### src/rtl/mux_sched_ctrl.sv
// Scheduler for the shared 3:1 sample mux feeding the filter datapath.
// Picks one of three requesters (round-robin or fixed priority), drives the
// mux select, captures the muxed sample, and hands it downstream over a
// valid/ready handshake. Each served requester gets a one-cycle one-hot ack.
module mux_sched_ctrl #(
    parameter int SIZE = 21
) (
    input  logic            clk,
    input  logic            reset_n,
    input  logic            enable,
    input  logic            mode,
    input  logic [2:0]      req,
    input  logic [SIZE-1:0] mux_data,
    output logic [1:0]      select,
    output logic [SIZE-1:0] dato_out,
    output logic            valid_out,
    input  logic            ready_in,
    output logic [2:0]      ack,
    output logic            busy
);

    typedef enum logic [1:0] {
        IDLE   = 2'd0,
        SETTLE = 2'd1,
        SEND   = 2'd2,
        ACK    = 2'd3
    } state_t;

    state_t            state_q;
    logic [1:0]        select_q;
    logic [SIZE-1:0]   dato_q;
    logic              valid_q;
    logic [2:0]        ack_q;
    logic              busy_q;
    logic [1:0]        winner_q;
    logic [1:0]        rr_ptr_q;

    logic [1:0]        winner_d;
    logic [1:0]        rr_ptr_d;

    // First set request bit, scanning the three sources in the order a, b, c.
    function automatic logic [1:0] first_set(input logic [2:0] r,
                                             input logic [1:0] a,
                                             input logic [1:0] b,
                                             input logic [1:0] c);
        if (r[a])
            first_set = a;
        else if (r[b])
            first_set = b;
        else
            first_set = c;
    endfunction

    // Winner selection: fixed priority A>B>C, or round-robin starting at rr_ptr.
    always_comb begin
        winner_d = 2'd0;
        if (mode) begin
            winner_d = first_set(req, 2'd0, 2'd1, 2'd2);
        end else begin
            case (rr_ptr_q)
                2'd1:    winner_d = first_set(req, 2'd1, 2'd2, 2'd0);
                2'd2:    winner_d = first_set(req, 2'd2, 2'd0, 2'd1);
                default: winner_d = first_set(req, 2'd0, 2'd1, 2'd2);
            endcase
        end
    end

    // Pointer moves just past the source that was served; wraps C -> A.
    always_comb begin
        rr_ptr_d = (winner_q == 2'd2) ? 2'd0 : winner_q + 2'd1;
    end

    // Transfer FSM; every output is a register so select never glitches.
    always_ff @(posedge clk or negedge reset_n) begin
        if (!reset_n) begin
            state_q  <= IDLE;
            select_q <= 2'b00;
            dato_q   <= '0;
            valid_q  <= 1'b0;
            ack_q    <= 3'b000;
            busy_q   <= 1'b0;
            winner_q <= 2'd0;
            rr_ptr_q <= 2'd0;
        end else begin
            case (state_q)
                IDLE: begin
                    if (enable && (req != 3'b000)) begin
                        select_q <= winner_d;
                        winner_q <= winner_d;
                        busy_q   <= 1'b1;
                        state_q  <= SETTLE;
                    end
                end
                SETTLE: begin
                    // select has been stable a full cycle, so mux_data is settled
                    dato_q  <= mux_data;
                    valid_q <= 1'b1;
                    state_q <= SEND;
                end
                SEND: begin
                    if (valid_q && ready_in) begin
                        valid_q <= 1'b0;
                        ack_q   <= 3'b001 << winner_q;
                        state_q <= ACK;
                    end
                end
                ACK: begin
                    ack_q    <= 3'b000;
                    rr_ptr_q <= rr_ptr_d;
                    busy_q   <= 1'b0;
                    state_q  <= IDLE;
                end
                default: begin
                    state_q <= IDLE;
                end
            endcase
        end
    end

    assign select    = select_q;
    assign dato_out  = dato_q;
    assign valid_out = valid_q;
    assign ack       = ack_q;
    assign busy      = busy_q;

endmodule

### config.mk
export PLATFORM = sky130hd
export DESIGN_NAME = mux_sched_ctrl
export DESIGN_NICKNAME = d
export VERILOG_FILES = /design/src/rtl/mux_sched_ctrl.sv
export SDC_FILE = /design/constraint.sdc
export NUM_CORES = 1
export LEC_CHECK = 0
export CORE_MARGIN = 3
export CORE_UTILIZATION = 65
export DETAILED_ROUTE_END_ITERATION = 12
export DONT_BUFFER_PORTS = 1
export HOLD_SLACK_MARGIN = 0.08
export PLACE_DENSITY = 0.81
export SLEW_MARGIN = 5
export SYNTH_ARGS = -nofsm -noshare
export SYNTH_HDL_FRONTEND = slang
export SYNTH_SLANG_ARGS = --single-unit
### constraint.sdc
create_clock -name clk -period 2.9 [get_ports clk]
set_clock_uncertainty 0.1 [all_clocks]
set_input_delay 0.435 -clock clk [delete_from_list [all_inputs] [get_ports clk]]
set_output_delay 0.435 -clock clk [all_outputs]
set_load 0.02 [all_outputs]
==> metrics.md <==
| Metric | Value |
|---|---|
| Most frequent cells in the layout | `dfrtp_1, mux2_1, mux2_2, inv_1, nand2_1` |
| Clock root buffer | `clkbuf_4` |
| Top cells by area, synth | `dfrtp_1, mux2_1, mux2_2` |
| Register Area | `801 um^2` |
| Hold Path Class | `input port to flip-flop` |
| Initial antenna violation count | `0` |
| Core Area | `2000 um^2` |
| CTS tree | `yes` |
| Clk sinks | `32` |
| Clock latency on the worst-skew pair | `0.32 ns` |
| CP max stage cell | `dfrtp_1` |
| Design area | `1520 um^2` |
| CP arrival | `1.85 ns` |
| Share of cells above drive strength 1 | `16.2%` |
| Sequential-to-total area share from yosys stat | `57.1%` |
| RSZ-0062 raised after global routing | `no` |
| Leakage Power | `0.674 nW` |
| Most common cell after layout, fill and taps aside | `dfrtp_1` |
| Total gr overflow | `0` |
| Pwr/cell area | `1240 nW/um^2` |
| Data required time of the worst path | `3.01 ns` |
| Startpoint types | `flip-flop` |
| VDD IR max | `0.777 mV` |
| Dpl hpwl | `1920 um` |
| Placed cell area | `1430 um^2` |
| Fmax | `0.575 GHz` |
| Post-layout min period | `1.74 ns` |
| Nets | `152` |
| Crit path capture type | `flip-flop` |
| Status | `complete, no violations` |
| Max-Cap Viols | `0` |
| Area leader, netlist | `dfrtp_1` |
| Syn_nets | `143` |
| Slowest Stage Delay on Critical Path | `0.41 ns` |
| Multi-input gate area | `564 um^2` |
| Drt pass-1 iters | `4` |
| Final setup viols | `0` |
| Crit share post-route | `60.0%` |
| GRT Util Overall | `20.7%` |
| Post-Syn Area | `1400 um^2` |
| DRT iter0 DRCs | `21` |
| ANT cells | `0` |
| Reg2Reg Setup Slack | `1.16 ns` |
| Total CTS buffers | `5` |
| GP Congestion | `0.811` |
| Vias in the first global route | `867` |
| Number of gates resized after CTS | `0` |
| Worst Path Max Fanout | `7` |
| Die H | `52.4 um` |
| Yosys warning count | `0` |
| Largest net degree at the start of global routing | `33` |
| Dpl ws | `1.18 ns` |
| Finished Layout Cells | `144` |
| Synth cell types | `28` |
| Max-slew violations | `0` |
| Final setup TNS | `0 ns` |
| Critical path class | `flip-flop to flip-flop` |
| Slew @ Worst Pin | `0.365 ns` |
| Placed Cells | `134` |
| Wirelength per Cell | `18.3 um` |
| First-pass GRT wire length | `3980 um` |
| Die Area | `2750 um^2` |
| CTS H-tree lvls | `2` |
| DRC errors left | `0` |
| Clock transition at the registers of the reported paths | `0.09 ns` |
| Worst setup margin | `1.16 ns` |
| Synthesized instance count | `108` |
| Vias | `892` |
| Slew HR | `75.7%` |
| Routed WL | `2630 um` |
| IO Count | `57` |
| Layout fillers | `133` |
| Via density | `6.19` |
| Row count | `16` |
| Hold Vio Cnt, Final | `0` |
| Syn_area_per_cell | `13.0 um^2` |
| Die Wd | `52.4 um` |
| Clk buf depth | `2` |
| Number of synthesized register bits | `32` |
| Starting Density | `70.0%` |
| Post-synth top area share | `57.1%` |
| CP Cell Sequence | `inv_1, ha_1, a21boi_2, a21oi_1, mux2_4` |
| Area growth syn-to-layout | `8.39%` |
| I/O Buffers | `0` |
| Post-route ant nets | `0` |
[flip-flops by register name (all words and copies together), names as in the netlist]
register and count:
dato_out 21, ack 3, rr_ptr_q 2, state_q 2, winner_q 2, busy 1, valid_out 1
[cell usage after synthesis, drive strengths merged]
master	count
a21boi	1
a21oi	4
a22oi	1
a31o	1
a31oi	2
a32oi	1
and2	1
and2b	1
and3b	1
buf	2
dfrtp	32
ha	6
inv	7
mux2	22
nand2	7
nor2	4
nor2b	3
o211ai	1
o21ai	4
o22a	1
o22ai	2
o311a	1
o311ai	1
o31ai	1
or3	1
[cells by family (layout without fill, tap and decap cells)]
family          Yosys count  in the layout  synth area share [%]
buf+inv                   9             18                  2.59
mux                      22             22                  17.9
simple gates             18             18                  6.34
compound gates           21             21                  10.6
flops                    32             32                  57.1
fa+ha+maj                 6              6                  5.36
[final cells by class]
type	instances	area share (%)
Clock buffer	6	2.72
Sequential cell	32	52.7
Multi-Input combinational cell	67	37.1
Clock inverter	1	0.329
Timing Repair Buffer	4	3.13
Inverter	7	1.73
Tap cell	27	2.22
[final timing paths]
kind                               end  depth (start not counted)   startpoint
max                         state_q[1]                          5   state_q[0]
min                        dato_out[3]                          1  mux_data[3]
max reg2reg                 state_q[1]                          5   state_q[0]
min reg2reg                 state_q[0]                          1   state_q[0]
max in group asynchronous  winner_q[0]                          2      reset_n
min in group asynchronous       ack[0]                          2      reset_n
[worst max-delay path, delay by kind of cell, from the launching register on]
family,cells,cell delay [ns]
AOI/OAI and AO/OA,2,0.44
buffers and inverters,1,0.08
adders and majority gates,1,0.28
DFF,1,0.41
muxes,1,0.32
[layer usage]
layer | GRT usage [%] | share of wire (%)
met1 | 23.7 | 40
met2 | 32.6 | 49
met3 | 11.7 | 11
met4 | 6.38 | 0.76
met5 | 0 | 0
[what timing repair did]
item | in CTS | in global routing
hold buffers | 3 | 0
buffers inserted | 0 | 0
endpoints found under the hold margin | 33 | 0
[where the power goes]
| part | switching [mW] | leakage [nW] | internal (mW) |
|---|---|---|---|
| registers | 0.417 | 0.387 | 0.669 |
| logic | 0.267 | 0.260 | 0.301 |
| clock network | 0.136 | 0.0281 | 0.0891 |
[metrics by stage]
stage / utilization [%] / hold slack [ns] / total power [mW]
2_1_floorplan: - / 0.0394 / 1.51
3_3_place_gp: 71.6 / 0.0401 / 1.60
3_5_place_dp: 71.6 / 0.0402 / 1.66
4_1_cts: 75.9 / 0.132 / 1.90
5_1_grt: 75.9 / 0.122 / 2.00
6_report: 75.9 / 0.143 / 1.88
Power figures use the tool's default switching activity.
